--- config.mk ---
export PLATFORM = sky130hd
export DESIGN_NAME = queue_wait_calc
export DESIGN_NICKNAME = d
export VERILOG_FILES = /design/src/rtl/queue_pkg.sv /design/src/rtl/seq_divider.sv /design/src/rtl/queue_wait_calc.sv
export SDC_FILE = /design/constraint.sdc
export NUM_CORES = 1
export LEC_CHECK = 0
export CORE_ASPECT_RATIO = 0.5
export CORE_MARGIN = 4
export CORE_UTILIZATION = 50
export DETAILED_ROUTE_END_ITERATION = 8
export PLACE_DENSITY = 0.77
export RECOVER_POWER = 100
export SYNTH_ARGS = -nofsm -noshare
export SYNTH_HDL_FRONTEND = slang
export SYNTH_SLANG_ARGS = --single-unit
--- constraint.sdc ---
create_clock -name clk -period 6.57 [get_ports clk]
set_input_delay 1.314 -clock clk [delete_from_list [all_inputs] [get_ports clk]]
set_output_delay 1.314 -clock clk [all_outputs]
set_load 0.02 [all_outputs]
--- src/rtl/queue_pkg.sv ---
// Shared definitions for the queue wait-time estimator.
// Holds the default widths/service time and the calculator FSM state type.
package queue_pkg;

    localparam int unsigned PCNT_W_DEF    = 4;
    localparam int unsigned TCNT_W_DEF    = 2;
    localparam int unsigned SERVICE_T_DEF = 3;
    localparam int unsigned WT_W_DEF      = 6;

    typedef enum logic [1:0] {
        StIdle,
        StLoad,
        StCalc,
        StDone
    } calc_state_e;

endpackage

--- src/rtl/seq_divider.sv ---
// Restoring divider, one quotient bit per clock.
// Ports:
//   clk, reset          clock, asynchronous active-low reset
//   start               load dividend/divisor; the first bit is produced on this same edge
//   dividend, divisor   W-bit operands (divisor must be nonzero)
//   quotient, remainder results, held until the next start
//   done                high once all W bits are resolved, stays high until the next start
module seq_divider #(
    parameter int unsigned W = 8
) (
    input  logic         clk,
    input  logic         reset,
    input  logic         start,
    input  logic [W-1:0] dividend,
    input  logic [W-1:0] divisor,
    output logic [W-1:0] quotient,
    output logic [W-1:0] remainder,
    output logic         done
);
    localparam int unsigned CW = $clog2(W + 1);

    logic [W-1:0]  rem_q, rem_d, quo_q, quo_d;
    logic [W-1:0]  rem_in, quo_in, step_rem, step_quo;
    logic [W:0]    rem_sh, diff;
    logic [CW-1:0] cnt_q, cnt_d;
    logic          run_q, run_d;

    always_comb begin
        // On start the step works on freshly loaded operands, saving a load cycle.
        rem_in   = start ? '0 : rem_q;
        quo_in   = start ? dividend : quo_q;
        rem_sh   = {rem_in, quo_in[W-1]};
        diff     = rem_sh - {1'b0, divisor};
        step_rem = rem_sh[W-1:0];
        step_quo = {quo_in[W-2:0], 1'b0};
        if (rem_sh >= {1'b0, divisor}) begin
            step_rem    = diff[W-1:0];
            step_quo[0] = 1'b1;
        end

        rem_d = rem_q;
        quo_d = quo_q;
        cnt_d = cnt_q;
        run_d = run_q;
        if (start) begin
            rem_d = step_rem;
            quo_d = step_quo;
            cnt_d = CW'(W - 1);
            run_d = 1'b1;
        end else if (run_q && (cnt_q != '0)) begin
            rem_d = step_rem;
            quo_d = step_quo;
            cnt_d = cnt_q - CW'(1);
        end
    end

    always_ff @(posedge clk or negedge reset) begin
        if (!reset) begin
            rem_q <= '0;
            quo_q <= '0;
            cnt_q <= '0;
            run_q <= 1'b0;
        end else begin
            rem_q <= rem_d;
            quo_q <= quo_d;
            cnt_q <= cnt_d;
            run_q <= run_d;
        end
    end

    assign quotient  = quo_q;
    assign remainder = rem_q;
    assign done      = run_q && (cnt_q == '0);

endmodule

--- src/rtl/queue_wait_calc.sv ---
// Queue people counter with estimated wait time ceil(SERVICE_T*(p+t-1)/t).
// Ports:
//   clk, reset   clock, asynchronous active-low reset
//   enter, leave one-cycle pulses adding/removing one customer
//   tcount       number of active tellers, sampled every cycle
//   pcount       registered people count; ef/ff empty/full flags
//   wtime        registered wait estimate, saturating at all-ones
//   wvalid       wtime reflects the current pcount/tcount
//   busy         a calculation is in progress
module queue_wait_calc
    import queue_pkg::*;
#(
    parameter int unsigned PCNT_W    = PCNT_W_DEF,
    parameter int unsigned TCNT_W    = TCNT_W_DEF,
    parameter int unsigned SERVICE_T = SERVICE_T_DEF,
    parameter int unsigned WT_W      = WT_W_DEF
) (
    input  logic              clk,
    input  logic              reset,
    input  logic              enter,
    input  logic              leave,
    input  logic [TCNT_W-1:0] tcount,
    output logic [PCNT_W-1:0] pcount,
    output logic              ef,
    output logic              ff,
    output logic [WT_W-1:0]   wtime,
    output logic              wvalid,
    output logic              busy
);
    localparam int unsigned NUM_W = PCNT_W + TCNT_W + $clog2(SERVICE_T + 1);
    localparam logic [PCNT_W-1:0] PMAX   = '1;
    localparam logic [WT_W-1:0]   WT_MAX = '1;

    calc_state_e       state_q, state_d;
    logic [PCNT_W-1:0] pcount_q, pcount_d, p_op_q;
    logic [TCNT_W-1:0] tcount_q, t_op_q;
    logic [WT_W-1:0]   wtime_q, result;
    logic              inc, dec, trig, special, div_start, div_done, wt_we;
    logic [NUM_W-1:0]  numer, denom, div_quo, div_rem;
    logic [NUM_W:0]    ceil_val;

    assign ef = (pcount_q == '0);
    assign ff = (pcount_q == PMAX);

    always_comb begin
        // Simultaneous enter/leave cancels out; out-of-range requests are dropped.
        inc      = enter && !leave && !ff;
        dec      = leave && !enter && !ef;
        pcount_d = pcount_q;
        if (inc) pcount_d = pcount_q + PCNT_W'(1);
        if (dec) pcount_d = pcount_q - PCNT_W'(1);
        trig = inc || dec || (tcount != tcount_q);
    end

    assign special = (p_op_q == '0) || (p_op_q == PMAX) || (t_op_q == '0);
    // Only evaluated for nonzero p and t, so the subtraction cannot wrap.
    assign numer = NUM_W'(SERVICE_T) * (NUM_W'(p_op_q) + NUM_W'(t_op_q) - NUM_W'(1));
    assign denom = NUM_W'(t_op_q);

    seq_divider #(
        .W(NUM_W)
    ) u_div (
        .clk      (clk),
        .reset    (reset),
        .start    (div_start),
        .dividend (numer),
        .divisor  (denom),
        .quotient (div_quo),
        .remainder(div_rem),
        .done     (div_done)
    );

    always_comb begin
        ceil_val = {1'b0, div_quo} + {{NUM_W{1'b0}}, (div_rem != '0)};
        if (p_op_q == '0) begin
            result = '0;
        end else if (special || (32'(ceil_val) > 32'(WT_MAX))) begin
            result = WT_MAX;
        end else begin
            result = WT_W'(ceil_val);
        end
    end

    always_comb begin
        state_d   = state_q;
        div_start = 1'b0;
        wt_we     = 1'b0;
        // Any trigger restarts from LOAD, which drops an in-flight result.
        unique case (state_q)
            StIdle: if (trig) state_d = StLoad;
            StLoad: begin
                if (trig) begin
                    state_d = StLoad;
                end else if (special) begin
                    state_d = StDone;
                end else begin
                    state_d   = StCalc;
                    div_start = 1'b1;
                end
            end
            StCalc: begin
                if (trig) state_d = StLoad;
                else if (div_done) state_d = StDone;
            end
            StDone: begin
                if (trig) begin
                    state_d = StLoad;
                end else begin
                    state_d = StIdle;
                    wt_we   = 1'b1;
                end
            end
            default: state_d = StIdle;
        endcase
    end

    always_ff @(posedge clk or negedge reset) begin
        if (!reset) begin
            state_q  <= StIdle;
            pcount_q <= '0;
            tcount_q <= '0;
            p_op_q   <= '0;
            t_op_q   <= '0;
            wtime_q  <= '0;
        end else begin
            state_q  <= state_d;
            pcount_q <= pcount_d;
            tcount_q <= tcount;
            // Operands captured with the values becoming current on this edge.
            if (trig) begin
                p_op_q <= pcount_d;
                t_op_q <= tcount;
            end
            if (wt_we) wtime_q <= result;
        end
    end

    assign pcount = pcount_q;
    assign wtime  = wtime_q;
    assign wvalid = (state_q == StIdle);
    assign busy   = (state_q != StIdle);

endmodule

==> results of run 1 <==
## state kept, by name (all words and copies together), names as in the netlist
signal and cells:
u_div.quotient 8, u_div.remainder 8, wtime 6, p_op_q 4
pcount 4, u_div.cnt_q 4, state_q 2, t_op_q 2
tcount_q 2, u_div.run_q 1
## worst min path at each step
stage / to / cells past startpoint
finish: wtime[3] / 1
global placement: wtime[4] / 1
floorplan: u_div.run_q / 2
global route: wtime[3] / 1
CTS: wtime[3] / 1
detailed placement: wtime[3] / 1
## synth_stat cells (all sizes together), types with 5 or more instances
master	instances	area (um^2)
dfrtp	41	1030
nand2	31	116
inv	30	113
a21oi	21	105
nor2	21	103
ha	20	250
mux2	13	169
xnor2	12	105
o21ai	8	40.0
a31oi	7	58.8
and3	7	53.8
nand3	7	47.6
a211oi	6	55.1
nor3	6	41.3
buf	5	32.5
## worst max-delay path: stages
cell           delay (ns)
dlygate4sd3_1        0.61
nand2b_1             0.18
o22a_1               0.32
nand3_1              0.76
nand2_1              0.39
inv_1                0.07
ha_1                 0.32
a21oi_1              0.43
a31oi_1              0.20
a21oi_1              0.21
a221oi_2             0.08
## cell type report
cell class                 count  area, um^2  share of cell area (%)
inverter                      30         113                    3.50
clock inverter                 2        10.0                   0.311
tap                           73        91.3                    2.84
clock buffer                   6         129                    4.00
multi-input combinational    225        1670                    51.7
sequential                    41        1030                    31.9
timing repair buffer          19         184                    5.72
## power groups by stage
stage	clock, mW	combinational, mW	sequential (mW)
after detailed placement	0	1.12	0.493
after floorplan	0	0.847	0.497
after global placement	0	1.08	0.487
after CTS	0.239	1.13	0.490
final	0.237	1.09	0.490
after global routing	0.253	1.22	0.508
## routing by layer
layer,vias up,track usage (%),routed length [um]
li1,1130,-,-
met1,1107,26.1,2930
met2,104,27.4,2790
met3,16,4.46,532
met4,0,5.21,81
met5,-,0,0
## per-stage QoR
step	area (um^2)	worst slack, ns	instances
global route	3220	1.57	396
detailed placement	3170	2.31	388
global placement	3170	2.46	388
finish	3220	1.80	396
floorplan	2940	3.19	304
CTS	3310	2.60	396
## kinds of logic after synthesis
family / Yosys count
AND/OR/NAND/NOR: 96
AO/OA/AOI/OAI: 75
flip-flops: 41
buffers and inverters: 38
adder cells (fa/ha/maj): 23
XOR/XNOR: 16
multiplexers: 15
==> results.md, run 1 <==
* Status: complete, but fails checks
* Failing checks: capacitance limit, slew limit
* Syn avg cell area at 9.67 um^2
* DP Wirelength at 4730 um
* CTS Buf Count at 5
* Critical path class: in -> reg
* Commonest cells after routing, fill and taps aside: dfrtp_1 (41), nand2_1 (31), inv_1 (30), a21oi_1 (21)
* # fillers at 491
* Worst-Skew Late Latency at 0.28 ns
* Max Freq at 210 MHz
* Largest net degree at the start of global routing at 42
* CTS Sinks at 41
* DR vias/cell at 5.95
* Cts hold-fix bufs at 0
* Synth Net Count at 333
* Clock-pin transition on the worst setup and hold timing paths at 0.06 ns
* Total GRT Usage at 18.2%
* Worst reg2reg endpoint: u_div.remainder[7]
* CTS root buf: clkbuf_16
* Post-CTS Setup Repair Bufs at 0
* Mux cell area share after synthesis at 6.43%
* CTS resizes at 0
* Combinational family with the most area after synthesis: compound AO/OA/AOI/OAI gates
* Syn. warnings at 0
* Vias in the first global route at 2,302
* ANT cells at 0
* Max-Cap Viols at 2
* Slew @ Worst Pin at 2.21 ns
* Reg-to-Reg Start: pcount[0]
* Post-Synth XOR/XNOR Area at 4.77%
* Initial antenna violation count at 0
* Routed Wire Length at 6340 um
* Top Ports at 20
* DRT iter0 DRCs at 201
* Leak at 1.42 nW
* R2R cell count at 12
* Die Ht at 62.2 um
* RSZ-0062 raised after global routing: false
* EDFF count, synth at 0
* Overall power at 1.82 mW
* Hold Crit Start: wtime[3]
* Mapped Cells at 304
* Hold Crit Class: reg -> reg
* Min Hold Slack at 0.481 ns
* Logic pwr share at 60.0%
* Routed Antenna Nets at 0
* Clock buffer depth at 2
* TNS Setup at 0 ns
* CP startpoint: leave
* Row count at 19
* Fin. max-slew vios at 56
* CTS tree: built
* Pint at 1.01 mW
* Mapped cell area at 2940 um^2
* Final setup vio count at 0
* Gpl congestion at 0.848
* CP Launch Type: input pin
* Synth Area in Compound Gates at 19.5%
* Width of the die at 116 um
* Layout cell share with drive strength beyond 1 at 8.98%
* P_sw at 811 uW
* Grt ovf at 0
* Core area at 5590 um^2
* Flops & latches, synth at 41
* R2R Setup Slk at 2.60 ns
* Flop pwr share at 27.0%
* Area Overhead vs Synth at 9.45%
* CP arrival at 4.89 ns
* Fraction of the cycle the final worst path needs at 72.5%
* Area share of and/or/nand/nor cells after synthesis at 18.5%
* Final nets at 351
* DIE AREA at 7250 um^2
* Post-Route Utilization at 57.6%
* First-pass GRT wire length at 10,700 um
* Starting Density at 52.6%
* Hold Vio Cnt, Final at 0
* Final Skew at 0.00601 ns
* Wirelength per Cell at 16.0 um
* FFs w/ async S/R, synth at 100%
* Clk network pwr share at 13.0%
* # port buffers at 19
* Residual DRC at 0
* Max-slew headroom at -47.0%
* CP Capture Point: u_div.remainder[7]
* DR vias at 2,357
* Sw frac at 44.6%
* Main synth FF type: dfrtp_1
* CP Data Required Time at 6.69 ns
* Commonest non-fill, non-tap cell in the layout: dfrtp_1
* Post-synthesis adder-cell area fraction at 10.6%
* Sequential-to-total area share from yosys stat at 34.9%
* Maximum fanout along the worst path at 26
* Cell variety after synth at 67
* P per Cell Area at 565 nW/um^2
* DRT Pass-1 Iters at 5
* Max VDD drop at 0.236 mV
* Worst Setup End Kind: flip-flop
* Minimum clock period at 4.77 ns
* H-tree depth at 2
Note: power is estimated with default switching activity, not from simulation.
==> inputs of run 2 (changes only) <==
Clock period 6.57 ns to 4.4 ns, I/O delays scaled along.
==> run 2 against run 1 <==
Net effect: the flow still finishes with violations (capacitance limit, slew limit); clock skew decreased by 0.00060 ns; largest power group unchanged; via count grew 0.51%; core utilization up 0.22 points; final area rose by 0.39%; power up 49%; register-to-register slack got worse by 1.8 ns; clock-buffer cell count unchanged; critical path type unchanged; sequential cell count unchanged; critical path depth down 1; global-route usage did not move; sequential share of layout area shrank 0.12 points; worst hold slack got worse by 0.00088 ns.
==> results.md, run 2 (synthesized netlist as in run 1, its figures left out) <==
* Status: complete, but fails checks
* Failing checks: capacitance limit, slew limit
* CTS Sinks at 41 (unchanged)
* Min Hold Slack at 0.480 ns (-0.000883 ns)
* Hold Vio Cnt, Final at 0 (unchanged)
* Die Ht at 62.2 um (unchanged)
* Layout cell share with drive strength beyond 1 at 9.29% (+0.31 points)
* CP Data Required Time at 4.59 ns (-2.10 ns)
* Maximum fanout along the worst path at 26 (unchanged)
* CP max-delay cell: dlygate4sd3_1
* ANT cells at 0 (unchanged)
* Slowest stage delay, CP at 0.60 ns (-0.16 ns)
* Pre-CTS setup slack at 0.573 ns (-1.74 ns)
* H-tree depth at 2 (unchanged)
* CTS Buf Count at 5 (unchanged)
* First-pass GRT wire length at 10,700 um (unchanged)
* Starting Density at 52.6% (unchanged)
* # port buffers at 19 (unchanged)
* Area after DPL at 3170 um^2 (unchanged)
* Overall power at 2.72 mW (+49%)
* Max Freq at 268 MHz
* Clock buffer depth at 2 (unchanged)
* Residual DRC at 0 (unchanged)
* Minimum clock period at 3.74 ns
* Largest net degree at the start of global routing at 42 (unchanged)
* Fin. max-slew vios at 56 (unchanged)
* CTS tree: built
* # fillers at 490 (-0.20%)
* Critical path class: in -> reg
* Worst path top cell family by delay: compound AO/OA/AOI/OAI gates
* Row count at 19 (unchanged)
* Max-Cap Viols at 2 (unchanged)
* Crit path cell chain: dlygate4sd3_1 -> nand2b_1 -> o22a_1 -> nand3_4 -> nand2_1 -> inv_1 -> ha_1 -> a21oi_1 -> o221ai_1 -> a221oi_2
* Grt ovf at 0 (unchanged)
* Fraction of the cycle the final worst path needs at 84.9%
* DR vias at 2,369 (+0.51%)
* TNS Setup at 0 ns (unchanged)
* Final setup vio count at 0 (unchanged)
* Slew @ Worst Pin at 2.21 ns (+0.00979 ns)
* Max-slew headroom at -47.7% (-0.65 points)
* Commonest non-fill, non-tap cell in the layout: dfrtp_1
* Worst Setup End Kind: flip-flop
* Clock-pin transition on the worst setup and hold timing paths at 0.06 ns (about the same)
* Vias in the first global route at 2,302 (unchanged)
* CTS resizes at 0 (unchanged)
* Leak at 1.42 nW (about the same)
* Hold Crit Class: reg -> reg
* P per Cell Area at 841 nW/um^2 (+49%)
* DIE AREA at 7250 um^2 (unchanged)
* Routed Wire Length at 6360 um (+0.32%)
* Final nets at 351 (unchanged)
* CP Launch Type: input pin
* Final worst slack at 0.663 ns (-1.14 ns)
* Cts hold-fix bufs at 0 (unchanged)
* CP arrival at 3.93 ns (-0.96 ns)
* Final Cell Area at 3230 um^2 (+0.39%)
* DP Wirelength at 4730 um (unchanged)
* Core area at 5590 um^2 (unchanged)
* CTS root buf: clkbuf_16
* Top Ports at 20 (unchanged)
* Wirelength per Cell at 16.0 um (+0.32%)
* Initial antenna violation count at 0 (unchanged)
* Buf/Inv on CP at 2 (unchanged)
* Post-CTS Setup Repair Bufs at 0 (unchanged)
* Worst-Skew Late Latency at 0.28 ns (about the same)
* DRT Pass-1 Iters at 5 (unchanged)
* Routed Antenna Nets at 0 (unchanged)
* Max VDD drop at 0.354 mV (+50%)
* Commonest cells after routing, fill and taps aside: dfrtp_1 (41), nand2_1 (31), inv_1 (30), a21oi_1 (21)
* Gpl congestion at 0.848 (unchanged)
* DR vias/cell at 5.98 (+0.51%)
* Area Overhead vs Synth at 9.87%
* DRT iter0 DRCs at 181 (-10%)
* Total GRT Usage at 18.2% (unchanged)
* RSZ-0062 raised after global routing: false
* Final Skew at 0.00541 ns (-0.000602 ns)
* Width of the die at 116 um (unchanged)
## run 2: metrics by stage
step                      std cells  utilization [%]
after global routing            396             57.8
final                           396             57.8
after floorplan                 304                -
after detailed placement        388             56.8
after global placement          388             56.8
after CTS                       396             59.3
## run 2: power breakdown
group / internal, mW / switching [mW]
logic: 0.752 / 0.879
clock network: 0.208 / 0.146
registers: 0.541 / 0.188
total: 1.50 / 1.21
## run 2: cell type report
cell class / count / area [um^2] / area share, %
clock buffers: 6 / 129 / 3.99
clock inverters: 2 / 10.0 / 0.310
inverters: 30 / 113 / 3.49
multi-input cells: 225 / 1680 / 51.9
flip-flops and latches: 41 / 1030 / 31.8
well taps: 73 / 91.3 / 2.83
repair buffers: 19 / 184 / 5.69
## run 2: metal layers
metal | GRT usage, % | wire [um] | vias to the layer above
li1 | - | - | 1128
met1 | 26.1 | 2970 | 1130
met2 | 27.4 | 2840 | 104
met3 | 4.46 | 482 | 7
met4 | 5.21 | 63 | 0
met5 | 0 | 0 | -
## run 2: final timing paths
check / startpoint / to / slack, ns / cells after the start
max in group asynchronous: reset / pcount[0] / 1.88 / 1
max: leave / u_div.remainder[7] / 0.66 / 10
min: wtime[3] / wtime[3] / 0.48 / 1
min in group asynchronous: reset / wtime[1] / 1.24 / 1
max reg2reg: u_div.remainder[6] / wtime[1] / 0.85 / 9
min reg2reg: wtime[3] / wtime[3] / 0.48 / 1
==> inputs of run 3 (changes only) <==
Clock period 4.4 ns to 3.8 ns, I/O delays scaled along.
==> run 3 against run 2 <==
Net effect: the run still ends with capacitance limit, slew limit left; clock power up 23%; non-clock buffer count up 1; sequential cell count unchanged; global-route usage up 0.77 points; worst hold slack better by 0.0024 ns; routed wire length up 2.8%; register-to-register slack worse by 0.51 ns; setup slack worse by 0.32 ns; highest routed layer unchanged.
==> results.md, run 3 (synthesized netlist as in run 1, its figures left out) <==
* Status: complete, but fails checks
* Failing checks: capacitance limit, slew limit
* Worst path top cell family by delay: simple AND/OR/NAND/NOR gates
* Total GRT Usage at 19.0% (+0.77 points)
* Wirelength per Cell at 16.4 um (+2.5%)
* Residual DRC at 0 (unchanged)
* DIE AREA at 7250 um^2 (unchanged)
* Area Overhead vs Synth at 11.1%
* TNS Setup at 0 ns (unchanged)
* DP Wirelength at 4720 um (-0.37%)
* CTS Buf Count at 5 (unchanged)
* Worst Setup End Kind: flip-flop
* Most used cell, CP: ha_1
* CP Capture Point: wtime[2]
* Buf/Inv on CP at 0 (-2)
* Row count at 19 (unchanged)
* ANT cells at 0 (unchanged)
* Fraction of the cycle the final worst path needs at 91.0%
* # port buffers at 19 (unchanged)
* Final nets at 352 (+0.28%)
* CTS tree: built
* DR vias at 2,369 (unchanged)
* Highest metal layer with signal wires: met4
* Width of the die at 116 um (unchanged)
* Pre-CTS setup slack at 0.348 ns (-0.224 ns)
* Commonest non-fill, non-tap cell in the layout: dfrtp_1
* CP Data Required Time at 3.96 ns (-0.63 ns)
* # fillers at 490 (unchanged)
* Wire length on met2 at 2940 um (+3.3%)
* Largest net degree at the start of global routing at 42 (unchanged)
* Hold Vio Cnt, Final at 0 (unchanged)
* Min Hold Slack at 0.482 ns (+0.00236 ns)
* Die Ht at 62.2 um (unchanged)
* Fin. max-slew vios at 42 (-25%)
* Final setup vio count at 0 (unchanged)
* Worst reg2reg endpoint: wtime[2]
* Routed Wire Length at 6530 um (+2.8%)
* Clock buffer depth at 2 (unchanged)
* Max-Cap Viols at 1 (-1)
* Vias in the first global route at 2,312 (+0.43%)
* Post-CTS Setup Repair Bufs at 0 (unchanged)
* Max VDD drop at 0.374 mV (+5.8%)
* Final Skew at 0.00381 ns (-0.00160 ns)
* Top Ports at 20 (unchanged)
* Routed Antenna Nets at 0 (unchanged)
* Levels on crit path at 9 (-1)
* Starting Density at 52.6% (unchanged)
* Minimum clock period at 3.46 ns
* Cts hold-fix bufs at 0 (unchanged)
* First-pass GRT wire length at 11,200 um (+3.9%)
* Maximum fanout along the worst path at 6 (-77%)
* Routed met3 length at 533 um (+11%)
* Hold Crit Class: reg -> reg
* Core area at 5590 um^2 (unchanged)
* DRT iter0 DRCs at 164 (-9.4%)
* CP arrival at 3.62 ns (-0.31 ns)
* CTS Sinks at 41 (unchanged)
* Critical path class: reg -> reg
* Slowest stage delay, CP at 0.59 ns (about the same)
* RSZ-0062 raised after global routing: false
* DR vias/cell at 5.97 (-0.25%)
* CP max-delay cell: or4_4
* Area after DPL at 3180 um^2 (+0.24%)
* Worst-Skew Late Latency at 0.28 ns (about the same)
* Initial antenna violation count at 0 (unchanged)
* Gpl congestion at 0.833 (-1.7%)
* CP startpoint: u_div.remainder[6]
* Met1 wire length at 2980 um (+0.44%)
* Grt ovf at 0 (unchanged)
* Max-slew headroom at -46.1% (+1.6 points)
* Reg-to-Reg Start: u_div.remainder[6]
* Final worst slack at 0.343 ns (-0.320 ns)
* Slew @ Worst Pin at 2.19 ns (-0.0238 ns)
* Leak at 1.43 nW (+0.78%)
* DRT Pass-1 Iters at 5 (unchanged)
* Commonest cells after routing, fill and taps aside: dfrtp_1 (41), nand2_1 (31), inv_1 (30), a21oi_1 (21)
* Max Freq at 289 MHz
* CP Launch Type: flip-flop
* H-tree depth at 2 (unchanged)
* CTS root buf: clkbuf_16
* R2R Setup Slk at 0.34 ns (-0.51 ns)
* Crit path cell chain: or4_4 -> or3_1 -> ha_1 -> ha_1 -> and3_1 -> a31o_1 -> a211oi_1 -> a21oi_1 -> mux2_1
* Layout cell share with drive strength beyond 1 at 10.2% (+0.90 points)
* P per Cell Area at 983 nW/um^2 (+17%)
* CTS resizes at 0 (unchanged)
* Clock-pin transition on the worst setup and hold timing paths at 0.06 ns (about the same)
* R2R cell count at 9 (unchanged)
* Final Cell Area at 3270 um^2 (+1.1%)
run 3: changes by cell type in the layout (fill, tap and decap cells not counted):
cell | previous run | this run
a2111oi_0 | 1 | 0
a2111oi_2 | 0 | 1
and2_0 | 0 | 1
and2_1 | 2 | 1
and4_1 | 1 | 2
and4_4 | 1 | 0
clkbuf_8 | 0 | 1
clkinv_2 | 2 | 1
clkinv_4 | 0 | 1
nor3_1 | 6 | 5
nor3_4 | 0 | 1
or4_1 | 2 | 1
or4_4 | 0 | 1
run 3: final cells by class:
cell class	count	area, um^2	share of cell area [%]
timing repair buffer	20	188	5.74
clock buffer	6	139	4.25
sequential	41	1030	31.4
inverter	30	113	3.45
multi-input combinational	225	1700	51.9
clock inverter	2	13.8	0.421
tap	73	91.3	2.80
run 3: where the power goes:
part	leakage, nW	internal, mW	switching (mW)
clock network	0.0768	0.261	0.172
logic	0.885	0.879	1.05
registers	0.472	0.627	0.222
total	1.43	1.77	1.44
run 3: worst min path at each step:
| stage | startpoint | to | slack, ns | depth (start not counted) |
|---|---|---|---|---|
| after detailed placement | wtime[3] | wtime[3] | 0.50 | 1 |
| after floorplan | reset | p_op_q[0] | 0.46 | 0 |
| after CTS | wtime[4] | wtime[4] | 0.52 | 1 |
| after global placement | wtime[4] | wtime[4] | 0.50 | 1 |
| after global routing | wtime[3] | wtime[3] | 0.50 | 1 |
| final | wtime[3] | wtime[3] | 0.48 | 1 |
run 3: routing by layer:
| metal | vias up | track usage (%) |
|---|---|---|
| li1 | 1129 | - |
| met1 | 1130 | 26.3 |
| met2 | 99 | 29.1 |
| met3 | 11 | 5.24 |
| met4 | 0 | 5.35 |
| met5 | - | 0 |
run 3: stage by stage:
step	power (mW)	utilization [%]	instances
2_1_floorplan	2.32	-	304
4_1_cts	3.27	59.7	397
3_5_place_dp	2.80	56.9	389
3_3_place_gp	2.71	56.9	389
6_report	3.21	58.5	397
5_1_grt	3.48	58.5	397
